## src/rtl/led_seq_pkg.sv

```systemverilog
// Shared types for the LED sequencer: command opcodes, display modes and FSM states.
package led_seq_pkg;

  typedef enum logic [1:0] {
    OP_STOP       = 2'd0,
    OP_START      = 2'd1,
    OP_SET_PERIOD = 2'd2,
    OP_SET_MODE   = 2'd3
  } cmd_op_e;

  typedef enum logic [1:0] {
    MODE_ROT_L  = 2'd0,
    MODE_ROT_R  = 2'd1,
    MODE_BOUNCE = 2'd2,
    MODE_BLINK  = 2'd3
  } led_mode_e;

  typedef enum logic {
    ST_IDLE = 1'b0,
    ST_RUN  = 1'b1
  } seq_state_e;

  localparam logic DIR_LEFT  = 1'b0;
  localparam logic DIR_RIGHT = 1'b1;

endpackage

```

## src/rtl/led_seq_prescaler.sv

```systemverilog
// Step-rate prescaler: counts 0..P-1 while enabled and pulses tick on the wrap cycle.
module led_seq_prescaler #(
  parameter int CNT_W = 32
) (
  input  logic             clk,
  input  logic             rst,
  input  logic             en,
  input  logic             clr,
  input  logic [CNT_W-1:0] period,
  output logic             tick
);

  logic [CNT_W-1:0] count_q;
  logic [CNT_W-1:0] last;

  // Period 0 behaves like period 1: step on every cycle.
  assign last = (period == '0) ? '0 : period - CNT_W'(1);
  assign tick = en && (count_q == last);

  always_ff @(posedge clk) begin
    if (rst || clr || !en) begin
      count_q <= '0;
    end else if (tick) begin
      count_q <= '0;
    end else begin
      count_q <= count_q + CNT_W'(1);
    end
  end

endmodule

```

## src/rtl/led_seq_ctrl.sv

```systemverilog
// Command-driven LED bank sequencer: run/idle FSM, one-entry config slot and
// pattern/direction/blink-phase registers stepped by the prescaler tick.
module led_seq_ctrl
  import led_seq_pkg::*;
#(
  parameter int          LED_W      = 16,
  parameter int          CNT_W      = 32,
  parameter int unsigned DEF_PERIOD = 5000000
) (
  input  logic             clk,
  input  logic             rst,
  input  logic             cmd_valid,
  output logic             cmd_ready,
  input  logic [1:0]       cmd_op,
  input  logic [31:0]      cmd_data,
  output logic [LED_W-1:0] led,
  output logic             busy,
  output logic             tick,
  output seq_state_e       dbg_state
);

  // Command handshake: a command transfers on a rising edge where
  // cmd_valid && cmd_ready; cmd_ready drops only while the config slot is full.

  seq_state_e       state_q, state_d;
  led_mode_e        mode_q, mode_d;
  logic [CNT_W-1:0] period_q, period_d;
  logic [LED_W-1:0] pat_q, pat_d;
  logic [LED_W-1:0] led_q, led_d;
  logic             dir_q, dir_d;
  logic             phase_q, phase_d;
  logic             pend_valid_q, pend_valid_d;
  cmd_op_e          pend_op_q, pend_op_d;
  logic [31:0]      pend_data_q, pend_data_d;

  logic             accept;
  logic             clr;
  cmd_op_e          op;

  assign op        = cmd_op_e'(cmd_op);
  assign cmd_ready = !pend_valid_q;
  assign accept    = cmd_valid && cmd_ready;
  assign busy      = (state_q == ST_RUN);
  assign led       = led_q;
  assign dbg_state = state_q;

  led_seq_prescaler #(
    .CNT_W (CNT_W)
  ) u_prescaler (
    .clk    (clk),
    .rst    (rst),
    .en     (state_q == ST_RUN),
    .clr    (clr),
    .period (period_q),
    .tick   (tick)
  );

  always_comb begin
    state_d      = state_q;
    mode_d       = mode_q;
    period_d     = period_q;
    pat_d        = pat_q;
    dir_d        = dir_q;
    phase_d      = phase_q;
    pend_valid_d = pend_valid_q;
    pend_op_d    = pend_op_q;
    pend_data_d  = pend_data_q;
    clr          = 1'b0;

    // The step on a tick edge always uses the mode in force before that edge.
    if (tick) begin
      case (mode_q)
        MODE_ROT_L: pat_d = {pat_q[LED_W-2:0], pat_q[LED_W-1]};
        MODE_ROT_R: pat_d = {pat_q[0], pat_q[LED_W-1:1]};
        MODE_BOUNCE: begin
          if (dir_q == DIR_LEFT) begin
            if (pat_q[LED_W-1]) begin
              dir_d = DIR_RIGHT;
              pat_d = {1'b0, pat_q[LED_W-1:1]};
            end else begin
              pat_d = {pat_q[LED_W-2:0], 1'b0};
            end
          end else begin
            if (pat_q[0]) begin
              dir_d = DIR_LEFT;
              pat_d = {pat_q[LED_W-2:0], 1'b0};
            end else begin
              pat_d = {1'b0, pat_q[LED_W-1:1]};
            end
          end
        end
        default: phase_d = !phase_q;
      endcase
    end

    // Pending config lands one edge after acceptance in IDLE, on the next tick in RUN.
    if (pend_valid_q && ((state_q == ST_IDLE) || tick)) begin
      pend_valid_d = 1'b0;
      if (pend_op_q == OP_SET_PERIOD) begin
        period_d = pend_data_q[CNT_W-1:0];
      end else if (pend_op_q == OP_SET_MODE) begin
        mode_d  = led_mode_e'(pend_data_q[1:0]);
        dir_d   = DIR_LEFT;
        phase_d = 1'b0;
        if (pend_data_q[2]) begin
          pat_d = pend_data_q[16 +: LED_W];
        end
      end
    end

    if (accept) begin
      case (op)
        OP_STOP: begin
          state_d = ST_IDLE;
          phase_d = 1'b0;
          clr     = 1'b1;
        end
        OP_START: begin
          if (state_q == ST_IDLE) begin
            state_d = ST_RUN;
            clr     = 1'b1;
          end
        end
        default: begin
          pend_valid_d = 1'b1;
          pend_op_d    = op;
          pend_data_d  = cmd_data;
        end
      endcase
    end

    led_d = phase_d ? '0 : pat_d;
  end

  always_ff @(posedge clk) begin
    if (rst) begin
      state_q      <= ST_IDLE;
      mode_q       <= MODE_ROT_L;
      period_q     <= CNT_W'(DEF_PERIOD);
      pat_q        <= LED_W'(1);
      led_q        <= LED_W'(1);
      dir_q        <= DIR_LEFT;
      phase_q      <= 1'b0;
      pend_valid_q <= 1'b0;
      pend_op_q    <= OP_STOP;
      pend_data_q  <= '0;
    end else begin
      state_q      <= state_d;
      mode_q       <= mode_d;
      period_q     <= period_d;
      pat_q        <= pat_d;
      led_q        <= led_d;
      dir_q        <= dir_d;
      phase_q      <= phase_d;
      pend_valid_q <= pend_valid_d;
      pend_op_q    <= pend_op_d;
      pend_data_q  <= pend_data_d;
    end
  end

endmodule

```

## config.mk

```make
export PLATFORM = sky130hd
export DESIGN_NAME = led_seq_ctrl
export DESIGN_NICKNAME = d
export VERILOG_FILES = /design/src/rtl/led_seq_pkg.sv /design/src/rtl/led_seq_prescaler.sv /design/src/rtl/led_seq_ctrl.sv
export SDC_FILE = /design/constraint.sdc
export NUM_CORES = 1
export LEC_CHECK = 0
export ABC_CLOCK_PERIOD_IN_PS = 4200
export BUFFER_PORTS_ARGS = -buffer_cell sky130_fd_sc_hd__buf_2
export CAP_MARGIN = 40
export CELL_PAD_IN_SITES_DETAIL_PLACEMENT = 1
export CELL_PAD_IN_SITES_GLOBAL_PLACEMENT = 1
export CORE_ASPECT_RATIO = 2
export CORE_MARGIN = 1.5
export CORE_UTILIZATION = 40
export CTS_CLUSTER_DIAMETER = 50
export DETAILED_ROUTE_END_ITERATION = 6
export GPL_ROUTABILITY_DRIVEN = 1
export GPL_TIMING_DRIVEN = 1
export PLACE_DENSITY_LB_ADDON = 0.1
export SLEW_MARGIN = 10
export SYNTH_ARGS = -nofsm -noshare
export SYNTH_HDL_FRONTEND = slang
export SYNTH_HIERARCHICAL = 1
export SYNTH_SLANG_ARGS = --single-unit
```

## constraint.sdc

```tcl
create_clock -name clk -period 4.2 [get_ports clk]
set_input_delay 0.84 -clock clk [delete_from_list [all_inputs] [get_ports clk]]
set_output_delay 0.84 -clock clk [all_outputs]
set_load 0.02 [all_outputs]
```

==> results_dict.tcl, run 1 <==
set metrics [dict create \
    outcome "complete, but fails checks" \
    violations "setup timing" \
    place_ws_ns -0.216 \
    avgSynthCellArea_um2 7.96 \
    crit_fanout 6 \
    hold_viol_final 0 \
    synth_fp_nets 918 \
    wl_met2_um 14600 \
    syn_to_final_growth_pct 25.8 \
    die-width_um 96.5 \
    fp.dieH_um 190 \
    grt_pass1_vias 7339 \
    grt_pass1_wl_um 39600 \
    io_pins 57 \
    setup_slack_ns -0.0284 \
    track_usage 0.294 \
    layout_min_cycle_time_ns 4.23 \
    post_drt_wl_per_cell_um 21.9 \
    r2r_cells 18 \
    final.setup_skew_ns 0.00966 \
    hp-class "register to register" \
    ant_nets 0 \
    synth-edff-count 0 \
    diodes 0 \
    critPathLaunchType "register" \
    layout.nets 1008 \
    clock_latency_ns 0.42 \
    coreArea_um2 17200 \
    path_clk_slew_ns 0.06 \
    antenna_found_initial 0 \
    min_delay_worst_endpoint "period_q[10]" \
    cts_max_path_buffers 2 \
    synth_cells 879 \
    dp_hpwl_um 19600 \
    dp_cells 1134 \
    r2r_start "period_q[7]" \
    yosysTopAreaCellShare 0.389 \
    synthDistinctLibCells 77 \
    cts_hold_repair.buffers 0 \
    placed_cell_area_um2 7660 \
    reg2reg_slack_ns 0.18 \
    finalSetupTns_ns -0.0284 \
    cts_made_buffers 17 \
    highest_layer "met4" \
    fmax_mhz 236 \
    slew_violations 0 \
    viasPerCell 5.79 \
    cts_sinks 136 \
    synth-seq-cells 136 \
    finalWirelength_um 26000 \
    startpoint "period_q[7]" \
    slew_headroom 0.405 \
    vias 6896 \
    post-route-util 0.512 \
    cts_tree "built" \
    yosysMostFrequentCell "nand2_1" \
    required_ns 3.36 \
    layout-drive-gt1-share 0.251 \
    start_util 0.407 \
    maxCapViolations 0 \
    endpoint_kind "primary output" \
    fin_crit_sh 1.01 \
    gp_congestion 0.987 \
    ys_seq_area_frac 0.389 \
    route.detailed.drc 0 \
    wl_met1_um 8750 \
    yosys_warnings 6 \
    rows 68 \
    peakVddDrop_mv 0.251 \
    design_area_um2 8800 \
    grt_overflow 0 \
    netlist_top_cells_area "dfxtp_1 (39%), nand2_1 (9.2%), nor2_1 (5.5%), xnor2_1 (5.3%), a21oi_1 (5.0%)" \
    worstPathArrival_ns 3.39 \
    hp-start "pend_data_q[10]" \
    yosysTopAreaCell "dfxtp_1" \
    hold_depth 2 \
    p_leak_nw 3.16 \
    die-area_um2 18300 \
    syn_area_um2 6990 \
    stdcell_count 1190 \
    yosys-top-cells-count "nand2_1 (171), dfxtp_1 (136), nor2_1 (103)" \
    route.met3.wl_um 645 \
    power_density_nw_per_um2 330 \
    io_buffers 56 \
    first_pass_iters 5 \
    async_flop_share 0 \
    htree_levels 4 \
    criticalPathCategory "register to primary output" \
    worstReg2RegEnd "pat_q[11]" \
    synth-main-ff-cell "dfxtp_1" \
    grt_setup_unrepaired "true" \
    setup_violations 1 \
    cts-root-buf "clkbuf_16" \
    first_iter_violations 203 \
    grt_max_degree 82 \
    tightest_slew_ns 0.888 \
]
==> final cells by class <==
cell class / count / area, um2
clock inverter: 11 / 128
timing repair buffer: 126 / 913
sequential: 136 / 2760
clock buffer: 19 / 433
multi-input combinational: 669 / 4230
fill: 2078 / 8390
tap: 210 / 263
inverter: 19 / 71.3
==> worst max-delay path by stage <==
stage,endpoint,depth (start not counted)
finish,tick,12
CTS,tick,13
floorplan,pat_q[5],18
detailed placement,pat_q[7],15
global placement,pat_q[13],15
global route,tick,11
==> logic make-up after synthesis <==
| group | Yosys count | share of synthesized area |
|---|---|---|
| xor+xnor | 64 | 0.0801 |
| fa+ha+maj | 2 | 0.00358 |
| flops | 136 | 0.389 |
| buf+inv | 74 | 0.0519 |
| compound gates | 158 | 0.156 |
| mux | 4 | 0.00608 |
| simple gates | 441 | 0.313 |
==> stage by stage <==
| stage | hold WS (ns) | total power, mW |
|---|---|---|
| after global placement | 0.445 | 1.47 |
| final | 0.452 | 2.90 |
| after CTS | 0.457 | 2.93 |
| after floorplan | 0.432 | 1.42 |
| after global routing | 0.482 | 3.00 |
| after detailed placement | 0.450 | 1.48 |
==> flip-flops by register name, indices dropped and copies added (netlist names) <==
name,count
busy,1
pend_valid_q,1
led,16
pend_data_q,32
mode_q,2
period_q,32
phase_q,1
pat_q,16
pend_op_q,2
u_prescaler/count_q,32
dir_q,1
==> critical path: stages, from the launching register on <==
cell       delay (ns)
dfxtp_4          0.36
nor4_4           0.28
buf_4            0.21
buf_6            0.12
nand3_2          0.16
nand3_1          0.22
and4_1           0.22
nand4_1          0.23
a2111oi_4        0.41
nand3_2          0.13
nor4b_4          0.32
buf_4            0.20
buf_6            0.12
==> timing repair <==
| item | CTS | global route |
|---|---|---|
| endpoints found under the setup margin | 66 | 63 |
| buffers inserted | 14 | 12 |
| gates resized for setup | 38 | 54 |
| pin swaps | 13 | 20 |
==> report_power, final <==
part,switching [mW],total (mW),internal [mW]
sequential,0.0221,1.33,1.31
clock,0.581,1.45,0.868
combinational,0.0762,0.123,0.0470
total,0.680,2.90,2.22
==> layout by cell type (no fill, tap or decap), drive strengths merged, types with 3 or more instances in the layout <==
| cell | Yosys | layout |
|---|---|---|
| nand2 | 171 | 171 |
| dfxtp | 136 | 136 |
| buf | 21 | 126 |
| nor2 | 103 | 103 |
| a21oi | 71 | 71 |
| nor3 | 50 | 50 |
| xnor2 | 42 | 42 |
| nand3 | 35 | 35 |
| xor2 | 22 | 22 |
| nand4 | 20 | 20 |
| clkbuf | 33 | 19 |
| inv | 18 | 19 |
| a22oi | 19 | 19 |
| nor4 | 15 | 15 |
| a221o | 12 | 12 |
| or3 | 10 | 10 |
| o31ai | 8 | 8 |
| nor2b | 7 | 7 |
| clkinv | 1 | 6 |
| o22ai | 5 | 5 |
| o211ai | 5 | 5 |
| nor4b | 5 | 5 |
| o21ai | 4 | 4 |
| nand2b | 4 | 4 |
| a31oi | 4 | 4 |
| or4 | 4 | 4 |
| nand3b | 3 | 3 |
| and3 | 3 | 3 |
| clkinvlp | 0 | 3 |
| a22o | 3 | 3 |
| and2 | 3 | 3 |
| and4 | 3 | 3 |
| a2111oi | 3 | 3 |
==> layer usage <==
layer | GRT usage | vias up
met2 | 0.550 | 152
met4 | 0.197 | 0
met1 | 0.272 | 3404
li1 | - | 3245
met3 | 0.0572 | 95
met5 | 0 | -
(Power assumes the default switching activity.)
==> inputs of run 2 (changes only) <==
--- a/config.mk
+++ b/config.mk
@@ -5,6 +5,7 @@
 export SDC_FILE = /design/constraint.sdc
 export NUM_CORES = 1
 export LEC_CHECK = 0
+export ABC_AREA = 1
 export ABC_CLOCK_PERIOD_IN_PS = 4200
 export BUFFER_PORTS_ARGS = -buffer_cell sky130_fd_sc_hd__buf_2
 export CAP_MARGIN = 40
@@ -12,7 +13,7 @@
 export CELL_PAD_IN_SITES_GLOBAL_PLACEMENT = 1
 export CORE_ASPECT_RATIO = 2
 export CORE_MARGIN = 1.5
-export CORE_UTILIZATION = 40
+export CORE_UTILIZATION = 39
 export CTS_CLUSTER_DIAMETER = 50
 export DETAILED_ROUTE_END_ITERATION = 6
 export GPL_ROUTABILITY_DRIVEN = 1
==> run 2 against run 1 <==
Against the previous run: the flow now finishes without violations; count of clock-buffer cells in the layout unchanged; maximum frequency up 6.1%; sequential share of layout area up 1.0 points; design area down 4.4%; global-route usage down 3.4 points; critical path depth up 3; largest power group unchanged; register-to-register slack better by 0.44 ns; clock skew down 0.0015 ns; flip-flop and latch count unchanged; core utilization down 6.1 points; highest routed layer unchanged.
==> results_dict.tcl, run 2 <==
set metrics [dict create \
    outcome "completed" \
    slew_headroom 0.511 \
    criticalPathCategory "register to primary output" \
    yosys_warnings 6 \
    finalWirelength_um 24300 \
    first_iter_violations 205 \
    design_area_um2 8410 \
    antenna_found_initial 0 \
    fp.dieH_um 197 \
    seq_power_share 0.445 \
    required_ns 3.36 \
    avgSynthCellArea_um2 6.58 \
    synth-edff-count 0 \
    synth_fp_nets 1158 \
    fmax_mhz 251 \
    route.detailed.drc 0 \
    cts_made_buffers 17 \
    ys_seq_area_frac 0.370 \
    layout.nets 1209 \
    diodes 0 \
    cts_max_path_buffers 2 \
    hp-class "register to register" \
    final_cell_mix "nand2_1 (262), nor2_1 (155), inv_1 (137)" \
    setup_violations 0 \
    grt_pass1_wl_um 39100 \
    final.setup_skew_ns 0.00817 \
    synth-main-ff-cell "dfxtp_1" \
    start_util 0.395 \
    syn_area_um2 7370 \
    reg_top3 "pend_data_q x32, period_q x32, u_prescaler/count_q x32" \
    htree_levels 4 \
    yosysTopAreaCell "dfxtp_1" \
    swShare 0.249 \
    crit_fanout 19 \
    synthDistinctLibCells 34 \
    cts_sinks 136 \
    yosysTopAreaCellShare 0.370 \
    grt_pass1_vias 7648 \
    io_buffers 56 \
    dp_hpwl_um 19200 \
    cts-root-buf "clkbuf_16" \
    path_clk_slew_ns 0.06 \
    clock_latency_ns 0.43 \
    post_drt_wl_per_cell_um 17.4 \
    gp_congestion 0.907 \
    die-width_um 100 \
    fin_crit_sh 0.948 \
    yosysMostFrequentCell "nand2_1" \
    io_pins 57 \
    endpoint_kind "primary output" \
    coreArea_um2 18700 \
    worstPathArrival_ns 3.14 \
    slew_violations 0 \
    layout_min_cycle_time_ns 3.98 \
    peakVddDrop_mv 0.272 \
    syn_to_final_growth_pct 14.2 \
    p_comb_frac 0.058 \
    track_usage 0.260 \
    async_flop_share 0 \
    die-area_um2 19800 \
    synth-seq-cells 136 \
    tightest_slew_ns 0.727 \
    first_pass_iters 4 \
    power_density_nw_per_um2 357 \
    grt_setup_unrepaired "false" \
    rows 71 \
    yosys-top-cells-count "nand2_1 (262), nor2_1 (155), inv_1 (137)" \
    vias 7308 \
    placed_cell_area_um2 7820 \
    grt_max_degree 41 \
    synth_cells 1119 \
    finalSetupTns_ns 0 \
    grt_overflow 0 \
    mostFrequentLayoutCell "nand2_1" \
    ant_nets 0 \
    hold_viol_final 0 \
    netlist_top_cells_area "dfxtp_1 (37%), nand2_1 (13%), nor2_1 (7.9%), inv_1 (7.0%), a21oi_1 (6.3%)" \
    clockPowerShare 0.497 \
    critPathLaunchType "register" \
    p_leak_nw 3.65 \
    p_switching_mw 0.749 \
    layout-drive-gt1-share 0.117 \
    viasPerCell 5.21 \
    cts_tree "built" \
    p_int_mw 2.26 \
    maxCapViolations 0 \
]
[run 2: metal layers]
metal / track usage / up-vias / wire length (um)
met3: 0.0442 / 53 / 473
met4: 0.137 / 0 / 1220
met2: 0.505 / 100 / 13700
met5: 0 / - / 0
li1: - / 3691 / -
met1: 0.252 / 3464 / 8950
[run 2: repair_timing]
action                                 CTS  global route
setup endpoints to repair                0             1
setup buffers                            0             2
hold buffers                             0             0
endpoints found under the hold margin    0             0
gates resized for setup                  0             1
[run 2: cell type report]
class	count	area, um2
clock inverters	13	145
flip-flops and latches	136	2720
inverters	143	537
repair buffers	72	438
clock buffers	19	433
fillers	2514	10200
multi-input cells	800	3860
well taps	219	274
[run 2: stage by stage]
step / worst slack, ns / hold slack, ns / util / power, mW / std cells
floorplan: 1.04 / 0.426 / - / 1.48 / 1119
global placement: 0.572 / 0.440 / 0.419 / 1.54 / 1368
detailed placement: 0.537 / 0.446 / 0.419 / 1.54 / 1368
CTS: 0.117 / 0.454 / 0.450 / 3.04 / 1400
global route: 0.0146 / 0.485 / 0.451 / 3.11 / 1402
finish: 0.216 / 0.454 / 0.451 / 3.00 / 1402
[run 2: final timing paths]
kind                                 startpoint               to  slack [ns]  depth (start not counted)
worst min-delay path            pend_data_q[15]  pend_data_q[15]        0.45                          2
worst min register to register  pend_data_q[15]  pend_data_q[15]        0.45                          2
worst max register to register      period_q[0]          led[15]        0.62                         20
worst max-delay path                period_q[0]             tick        0.22                         15
[run 2: kinds of logic after synthesis]
family / after synthesis / share of synthesized area
buffers and inverters: 183 / 0.107
AND/OR/NAND/NOR: 570 / 0.338
adder cells (fa/ha/maj): 2 / 0.00340
XOR/XNOR: 38 / 0.0452
AO/OA/AOI/OAI: 190 / 0.137
flip-flops: 136 / 0.370
[run 2: power groups by stage]
stage	clock [mW]	combinational [mW]	sequential (mW)
final	1.49	0.175	1.34
after floorplan	0	0.116	1.36
after detailed placement	0	0.176	1.37
after CTS	1.53	0.177	1.34
after global routing	1.57	0.198	1.34
after global placement	0	0.174	1.36
[run 2: worst max-delay path, cell delays in order (launching register included)]
cell,delay [ns]
dfxtp_1,0.32
inv_1,0.09
ha_1,0.23
nand2_2,0.13
nor2_4,0.20
nand2_1,0.12
inv_2,0.08
nand2_4,0.14
buf_4,0.22
nand4_1,0.19
nand2_1,0.12
nor3_2,0.32
nand3_1,0.11
nor2_1,0.11
buf_4,0.15
buf_2,0.18
